===== src/rtl/mem_if_pkg.sv =====
// mem_if_pkg: shared types for the memory port master.
// Holds the FSM state and status encodings and the latched request record.
// The request fields are sized from the default memory geometry. A wider
// WIDTH or deeper LENGTH on the master needs these localparams raised to match.
package mem_if_pkg;
    typedef enum logic [1:0] {IDLE, ISSUE, WAIT, RESP} mem_state_t;
    typedef enum logic [1:0] {ST_OK = 2'd0, ST_FAULT = 2'd1, ST_TIMEOUT = 2'd2} mem_status_t;
    localparam int MEM_WIDTH  = 32;
    localparam int MEM_LENGTH = 1024;
    localparam int MEM_ADDR_W = $clog2(MEM_LENGTH);
    typedef struct packed {
        logic                  write;
        logic [MEM_ADDR_W-1:0] addr;
        logic [MEM_WIDTH-1:0]  wdata;
    } mem_req_t;
endpackage


===== src/rtl/mem_wait_timer.sv =====
// mem_wait_timer: counts cycles spent waiting for a memory reply.
// Ports: clk, rst (sync, active-high), clear (zero the count), enable (count this
// cycle), expired (high on the TIMEOUT-th enabled cycle since the last clear).
module mem_wait_timer #(
    parameter int TIMEOUT = 16
) (
    input  logic clk,
    input  logic rst,
    input  logic clear,
    input  logic enable,
    output logic expired
);
    localparam int CNT_W = $clog2(TIMEOUT + 1);
    logic [CNT_W-1:0] cnt_q;
    // Count reaches TIMEOUT-1 on the TIMEOUT-th enabled cycle, so expiry is
    // reported combinationally in that same cycle.
    assign expired = enable && (cnt_q == CNT_W'(TIMEOUT - 1));
    always_ff @(posedge clk) begin
        if (rst || clear) cnt_q <= '0;
        else if (enable) cnt_q <= cnt_q + 1'b1;
    end
endmodule


===== src/rtl/mem_port_master.sv =====
// mem_port_master: single-outstanding load/store requester for a memory read/write port pair.
// Ports: clk, rst (sync, active-high); request channel req_valid/req_ready/req_write/
// req_addr/req_wdata; response channel rsp_valid/rsp_ready/rsp_rdata/rsp_status;
// memory read port mem_read_addr/enable/data/valid/done; memory write port
// mem_write_addr/enable/data/valid/done. All outputs are registered.
module mem_port_master
    import mem_if_pkg::*;
#(
    parameter int WIDTH   = 32,
    parameter int LENGTH  = 1024,
    parameter int TIMEOUT = 16,
    localparam int ADDR_W = $clog2(LENGTH)
) (
    input  logic              clk,
    input  logic              rst,
    input  logic              req_valid,
    output logic              req_ready,
    input  logic              req_write,
    input  logic [ADDR_W-1:0] req_addr,
    input  logic [WIDTH-1:0]  req_wdata,
    output logic              rsp_valid,
    input  logic              rsp_ready,
    output logic [WIDTH-1:0]  rsp_rdata,
    output logic [1:0]        rsp_status,
    output logic [ADDR_W-1:0] mem_read_addr,
    output logic              mem_read_enable,
    input  logic [WIDTH-1:0]  mem_read_data,
    input  logic              mem_read_valid,
    input  logic              mem_read_done,
    output logic [ADDR_W-1:0] mem_write_addr,
    output logic              mem_write_enable,
    output logic [WIDTH-1:0]  mem_write_data,
    input  logic              mem_write_valid,
    input  logic              mem_write_done
);
    mem_state_t state_q, state_d;
    mem_req_t req_q, req_d;
    mem_status_t rsp_status_q, rsp_status_d;
    logic [WIDTH-1:0] rsp_rdata_q, rsp_rdata_d;
    logic req_ready_q, rsp_valid_q, rd_en_q, wr_en_q, issue_rd, issue_wr;
    logic [ADDR_W-1:0] rd_addr_q, wr_addr_q;
    logic [WIDTH-1:0] wr_data_q;
    logic done, hit, expired;
    // Only the port matching the latched op can complete it.
    assign done = req_q.write ? mem_write_done : mem_read_done;
    assign hit = req_q.write ? mem_write_valid : mem_read_valid;
    mem_wait_timer #(.TIMEOUT(TIMEOUT)) u_timer (
        .clk    (clk),
        .rst    (rst),
        .clear  (state_q != WAIT),
        .enable (state_q == WAIT),
        .expired(expired)
    );
    always_comb begin
        state_d = state_q;
        req_d = req_q;
        rsp_status_d = rsp_status_q;
        rsp_rdata_d = rsp_rdata_q;
        case (state_q)
            IDLE: if (req_valid && req_ready_q) begin
                req_d.write = req_write;
                req_d.addr = MEM_ADDR_W'(req_addr);
                req_d.wdata = MEM_WIDTH'(req_wdata);
                // Out-of-range addresses never reach memory.
                state_d = (32'(req_addr) < 32'(LENGTH)) ? ISSUE : RESP;
                rsp_status_d = (32'(req_addr) < 32'(LENGTH)) ? ST_OK : ST_FAULT;
                rsp_rdata_d = '0;
            end
            ISSUE: state_d = WAIT;
            WAIT: if (done || expired) begin
                // A done in the expiry cycle still counts as a reply.
                state_d = RESP;
                rsp_status_d = !done ? ST_TIMEOUT : hit ? ST_OK : ST_FAULT;
                rsp_rdata_d = (done && hit && !req_q.write) ? mem_read_data : '0;
            end
            RESP: if (rsp_ready) begin
                state_d = IDLE;
                rsp_status_d = ST_OK;
                rsp_rdata_d = '0;
            end
            default: state_d = IDLE;
        endcase
    end
    assign issue_rd = (state_d == ISSUE) && !req_d.write;
    assign issue_wr = (state_d == ISSUE) && req_d.write;
    always_ff @(posedge clk) begin
        if (rst) begin
            state_q <= IDLE;
            req_q <= '0;
            rsp_status_q <= ST_OK;
            rsp_rdata_q <= '0;
            req_ready_q <= 1'b0;
            rsp_valid_q <= 1'b0;
            rd_en_q <= 1'b0;
            wr_en_q <= 1'b0;
            rd_addr_q <= '0;
            wr_addr_q <= '0;
            wr_data_q <= '0;
        end else begin
            state_q <= state_d;
            req_q <= req_d;
            rsp_status_q <= rsp_status_d;
            rsp_rdata_q <= rsp_rdata_d;
            req_ready_q <= state_d == IDLE;
            rsp_valid_q <= state_d == RESP;
            rd_en_q <= issue_rd;
            wr_en_q <= issue_wr;
            rd_addr_q <= issue_rd ? ADDR_W'(req_d.addr) : '0;
            wr_addr_q <= issue_wr ? ADDR_W'(req_d.addr) : '0;
            wr_data_q <= issue_wr ? WIDTH'(req_d.wdata) : '0;
        end
    end
    assign req_ready = req_ready_q;
    assign rsp_valid = rsp_valid_q;
    assign rsp_rdata = rsp_rdata_q;
    assign rsp_status = rsp_status_q;
    assign mem_read_enable = rd_en_q;
    assign mem_read_addr = rd_addr_q;
    assign mem_write_enable = wr_en_q;
    assign mem_write_addr = wr_addr_q;
    assign mem_write_data = wr_data_q;
endmodule

===== config.mk =====
export PLATFORM = sky130hd
export DESIGN_NAME = mem_port_master
export DESIGN_NICKNAME = d
export VERILOG_FILES = /design/src/rtl/mem_if_pkg.sv /design/src/rtl/mem_wait_timer.sv /design/src/rtl/mem_port_master.sv
export SDC_FILE = /design/constraint.sdc
export NUM_CORES = 1
export LEC_CHECK = 0
export ABC_CLOCK_PERIOD_IN_PS = 3800
export BUFFER_PORTS_ARGS = -buffer_cell sky130_fd_sc_hd__buf_2
export CORE_MARGIN = 2
export CORE_UTILIZATION = 30
export DETAILED_ROUTE_END_ITERATION = 7
export SYNTH_ARGS = -nofsm -noshare
export SYNTH_HDL_FRONTEND = slang
export SYNTH_SLANG_ARGS = --single-unit

===== constraint.sdc =====
create_clock -name clk -period 3.8 [get_ports clk]
set_input_delay 0.76 -clock clk [delete_from_list [all_inputs] [get_ports clk]]
set_output_delay 0.76 -clock clk [all_outputs]
set_load 0.05 [all_outputs]

==> Word-level counts from Yosys, hierarchy flattened <==
Cells that the tools add are included.
{ "classes": {"bitwise": 2, "mux": 19, "eq_ne": 10, "reduce_logical": 16, "add_sub_neg": 1} }
{ "op_table": {"columns": ["operator", "n"], "rows": [
  ["32-bit 2-to-1 mux", 4],
  ["32-bit case mux with 3 select lines", 1],
  ["43-bit 2-to-1 mux", 2],
  ["2-bit 2-to-1 mux", 7],
  ["2-bit != test (second input constant)", 4],
  ["2-bit case mux with 4 select lines", 1],
  ["2-bit == test (second input constant)", 3],
  ["1-bit logical AND", 6],
  ["2-bit case mux with 3 select lines", 1],
  ["5-bit by 1-bit adder with 5-bit output (second input constant)", 1],
  ["5-bit by 4-bit == test with 1-bit output (second input constant)", 1],
  ["2-bit by 1-bit == test with 1-bit output (second input constant)", 2],
  ["2-bit logical NOT", 2],
  ["4-bit AND reduction", 1],
  ["2-bit OR reduction", 2],
  ["1-bit 2-to-1 mux", 3],
  ["3-bit nonzero test", 1],
  ["1-bit logical NOT", 2],
  ["1-bit logical OR", 2],
  ["1-bit inverter", 2]
]} }
{ "word_totals": {"regBits": 140, "input_bits": 83, "wordCells": 62} }

==> Longest topological paths before layout <==
{ "depth": {"ltp_word": 9, "depth_mapped": 7, "depth_no_buf": 6} }

==> Hierarchy <==
From an unflattened synthesis, not the netlist that was laid out.
{ "hier_totals": {"hier_cells": 260, "area_unflattened_um2": 3203.1} }
{ "modules_own_cells": {"columns": ["mod", "area_each_um2", "instances", "seq_area_each_um2", "cells_each"], "rows": [
  ["mem_port_master", 2930.3, 1, 1861.8, 235],
  ["mem_wait_timer", 272.8, 1, 100.1, 25]
]} }

==> Least setup slack after synthesis <==
OpenSTA, ideal clock, no wires.
{ "synth_path": {"path_type": "input -> register", "startpoint": "in mem_read_done", "endpoint": "reg rsp_rdata_q[0], in the netlist rsp_rdata[0]", "setup_ps": 59, "path_slack_ps": 1869, "required_ps": 3741, "n_path_buf": 1, "arrival_ps": 1872, "stages": 5, "cell_sequence": "mux2_4 or3_4 a21oi_4 buf_6 a22o_2"} }
{ "synth_between": {"elab_chain_len": 6} }
{ "synth_rtl": {"columns": ["item", "line", "source"], "rows": [
  ["start: declaration", "mem_port_master.sv:29", "input logic mem_read_done,"],
  ["1-bit 2-to-1 mux *", "mem_port_master.sv:45", "assign done = req_q.write ? mem_write_done : mem_read_done;"],
  ["1-bit logical AND (2 in a row)", "mem_port_master.sv:74", "rsp_rdata_d = (done && hit && !req_q.write) ? mem_read_data : '0;"],
  ["32-bit 2-to-1 mux", "mem_port_master.sv:74", null],
  ["32-bit 2-to-1 mux", "mem_port_master.sv:70", "WAIT: if (done || expired) begin"],
  ["32-bit case mux with 3 select lines", "mem_port_master.sv:59", "case (state_q)"],
  ["end signal: assignment", "mem_port_master.sv:103", "rsp_rdata_q <= rsp_rdata_d;"],
  ["end: declaration", "mem_port_master.sv:39", "logic [WIDTH-1:0] rsp_rdata_q, rsp_rdata_d;"]
]} }
Every way passes the cells marked *; elsewhere a longest branch is shown, timed or not. The select of a mux whose other input is x is not followed.
A chain may end at the register's enable or synchronous reset.

==> Worst setup path in the final report <==
{ "layout_path": {"startpoint": "reg u_timer.cnt_q[0]", "endpoint": "reg rsp_rdata_q[18], in the netlist rsp_rdata[18]"} }
{ "layout_between": {"elab_chain_len": 5} }
{ "layout_rtl": {"columns": ["item", "line", "source"], "rows": [
  ["start: declaration", "mem_wait_timer.sv:14", "logic [CNT_W-1:0] cnt_q;"],
  ["start signal: assignment", "mem_wait_timer.sv:20", "else if (enable) cnt_q <= cnt_q + 1'b1;"],
  ["5-bit by 4-bit == test with 1-bit output", "mem_wait_timer.sv:17", "assign expired = enable && (cnt_q == CNT_W'(TIMEOUT - 1));"],
  ["1-bit logical AND", "mem_wait_timer.sv:17", null],
  ["1-bit logical OR", "mem_port_master.sv:70", null],
  ["2-bit != test (no source line)", null, null],
  ["4-bit AND reduction (no source line)", null, null]
]} }
Every way passes these cells.

==> results.md <==
- Initial antenna violation count: 0
- Final setup fails: 0
- Port Buffers: 172
- Via count: 2333
- Clock-pin slew on the worst setup and hold paths: 0.09 ns
- Worst Tran Pin Value: 0.865 ns
- Hold Path End: u_timer.cnt_q[0]$_SDFFE_PP0P_
- GR Overflow Total: 0
- Initial Util: 30.9%
- Yosys reg bits: 98
- Hold WC Path Type: register to register
- Worst-Skew Late Latency: 0.35 ns
- Register area share after synthesis: 64.9%
- Setup crit end kind: register
- Post-Route Skew: 0.00984 ns
- Reg2Reg Launch Point: u_timer.cnt_q[0]$_SDFFE_PP0P_
- First-pass GRT wire length: 11000 um
- Fin crit period: 2.41 ns
- Yosys warnings: 0
- Slew HR: 42.2%
- Post-cts sizing count: 0
- Hold path depth: 1
- Post-synthesis mux area share: 0.496%
- Final hold violations: 0
- R2r endpoint: rsp_rdata[18]$_SDFFE_PP0P_
- CTS tree: done
- Slew Viols, Final: 0
- Critical Path Start Type: register
- Leakage: 0.00210 uW
- Final #Nets: 498
- FILL cells: 971
- CP max-delay cell: a21oi_4
- Worst R2R Path Depth: 6
- Root Buffer: clkbuf_8
- Placed cell count: 535
- # IOs: 173
- CP peak stage delay: 0.70 ns
- Largest net degree at the start of global routing: 44
- Pre-antenna DRT Iters: 4
- Post-layout util: 42.5%
- Yosys cell types: 31
- DRC Markers: 0
- Final wirelength: 7040 um
- RSZ-0062 raised after global routing: no
- Critical-path cell list: ha_1 -> and3_1 -> ha_1 -> or3_4 -> a21oi_4 -> a22o_2
- Fin crit share: 63.3%
- Top post-synthesis cells by area: dfxtp_1, and2_1, a22o_2
- Vias per cell: 4.23
- Post-synth net total: 331
- Top-area cell type share of the netlist area: 64.9%
- XOR/XNOR Fraction of Synth Area: 0.579%
- Share of cells above drive strength 1: 54.1%
- Post-synthesis cell count: 246
- ANT cells: 0
- Die area: 0.0109 mm^2
- Cts hold-fix bufs: 0
- Synth Area in Adders: 0.827%
- TritonCTS Buffers: 9
- DRT antenna net count: 0
- Max-cap violation count: 0
- Worst endpoint data arrival time: 2.71 ns
- H-tree depth: 3
- Sink Count: 98
- Sequential cell area: 0.00196 mm^2
- Fin worst setup slack: 1.39 ns
- Status: completed
- Maximum clock insertion buffer count: 2
- Max Clk Rate: 416 MHz
- Setup TNS: 0 ns
- Area leader, netlist: dfxtp_1
- Maximum VDD drop: 0.000231 V
- Worst reg-to-reg setup slack: 1.39 ns
- Final cell count without fillers: 551
- Pwr Total: 1830 uW
- Worst hold start: u_timer.cnt_q[0]$_SDFFE_PP0P_
- Crit Path Max Fanout: 33
- Rows: 36
- Worst Path Required: 4.10 ns
- Area occupied by multi-input gates: 961 um^2
- Vias in the first global route: 2316
- Die width: 104 um
- Post-DP HPWL: 5120 um
- Synth-to-layout area growth: 37.2%
- Routability cong.: 0.736
- Post-CTS Setup Inserts: 0
- Synth Cell Area: 0.00302 mm^2
- Power Dens Cells: 440 mW/mm^2
- Avg Synthesized Cell Area: 12.3 um^2
- Tot GR Track Use: 12.8%
- Chip Height: 104 um
- DR iter-0 viols: 81
- Drt wl/cell: 12.8 um
- Compound-Gate Fraction of Synth Area: 13.0%
- Post-Synth Simple-Gate Area: 16.6%
- Dpl ws: 1.24 ns
- Setup CP Type: register to register
- Cell mode on critical path: ha_1
- Main combinational cell family by area after synthesis: simple AND/OR/NAND/NOR gates
- Core footprint: 0.00977 mm^2
## critical path, delay by kind of cell, from the launching register on
kind                     cells  cell delay (ns)
AND/OR/NAND/NOR              2             0.60
AO/OA/AOI/OAI                2             0.98
flip-flops                   1             0.33
adder cells (fa/ha/maj)      2             0.44
## per-stage QoR
stage	hold slack, ns	area, um^2
after floorplan	0.418	3020
after global placement	0.429	3980
after detailed placement	0.437	3980
after CTS	0.453	4150
after global routing	0.499	4150
final	0.454	4150
## placed cells by master, fill, tap and decap left out
cell type	Yosys	routed
a21oi_1	4	4
a21oi_4	1	1
a22o_1	4	4
a22o_2	29	29
and2_1	53	53
and3_1	1	1
buf_2	5	172
buf_4	0	3
clkbuf_1	10	2
clkbuf_8	0	9
clkinv_2	0	1
clkinv_4	0	1
clkinvlp_4	0	1
dfxtp_1	98	98
ha_1	2	2
inv_1	2	2
inv_6	0	2
mux2_4	1	1
nand2_1	7	7
nand2b_4	1	1
nand3_1	2	2
nand3_2	1	1
nor2_1	7	7
nor3_1	3	3
nor3b_1	1	1
nor3b_4	0	1
nor4b_4	1	1
o211ai_1	1	1
o21a_1	1	1
o311ai_0	1	1
o32ai_1	1	1
or2_4	1	1
or3_4	1	1
xnor2_1	1	1
xor2_1	1	1
## state kept, by name, summed over array words and instances, names as in the netlist
name and flops:
u_timer.cnt_q 5, mem_write_addr 10, rsp_rdata 32, rsp_valid 1, mem_write_data 32, mem_read_enable 1
mem_read_addr 10, req_q 1, rsp_status 2, state_q 2, req_ready 1, mem_write_enable 1
## power breakdown
group          internal (uW)  switching, uW  leakage [uW]  total (uW)
clock                    244            352     0.0000843         596
sequential              1040           10.0      0.000791        1050
combinational           61.9            113       0.00122         175
total                   1350            475       0.00210        1830
## cell families after synthesis
| family | Yosys count |
|---|---|
| xor gates and xnor gates | 2 |
| and+or+nand+nor | 80 |
| DFF | 98 |
| buffers and inverters | 21 |
| adders and majority gates | 2 |
| muxes | 1 |
| AOI/OAI and AO/OA | 42 |
## layer usage
metal / GRT usage, % / vias to the layer above / part of all wire [%]
li1: - / 1152 / -
met1: 15.6 / 1032 / 43
met2: 18.9 / 139 / 43
met3: 5.45 / 10 / 12
met4: 7.24 / 0 / 1.8
met5: 0 / - / 0
## cell usage after synthesis, drive strengths merged
cell type and instances:
a21oi 5, a22o 33, and2 53, and3 1
buf 9, clkbuf 10, dfxtp 98, ha 2
inv 2, mux2 1, nand2 7, nand2b 1
nand3 3, nor2 7, nor3 3, nor3b 2
nor4b 1, o211ai 1, o21a 1, o311ai 1
o32ai 1, or2 1, or3 1, xnor2 1
xor2 1
## layout make-up
type	count	share of cell area, %
clock buffer	11	3.17
clock inverter	5	0.935
inverter	2	0.181
multi-input combinational	127	23.2
sequential	98	47.3
tap	133	4.01
timing repair buffer	175	21.3
## worst max-delay path by stage
stage	endpoint	startpoint
after floorplan	rsp_rdata[0]$_SDFFE_PP0P_	mem_read_done
after global placement	rsp_rdata[2]$_SDFFE_PP0P_	mem_read_done
after detailed placement	rsp_rdata[28]$_SDFFE_PP0P_	mem_read_done
after CTS	rsp_rdata[28]$_SDFFE_PP0P_	u_timer.cnt_q[0]$_SDFFE_PP0P_
after global routing	rsp_rdata[23]$_SDFFE_PP0P_	u_timer.cnt_q[0]$_SDFFE_PP0P_
final	rsp_rdata[18]$_SDFFE_PP0P_	u_timer.cnt_q[0]$_SDFFE_PP0P_
No activity file was read; power rests on OpenSTA's default activity.
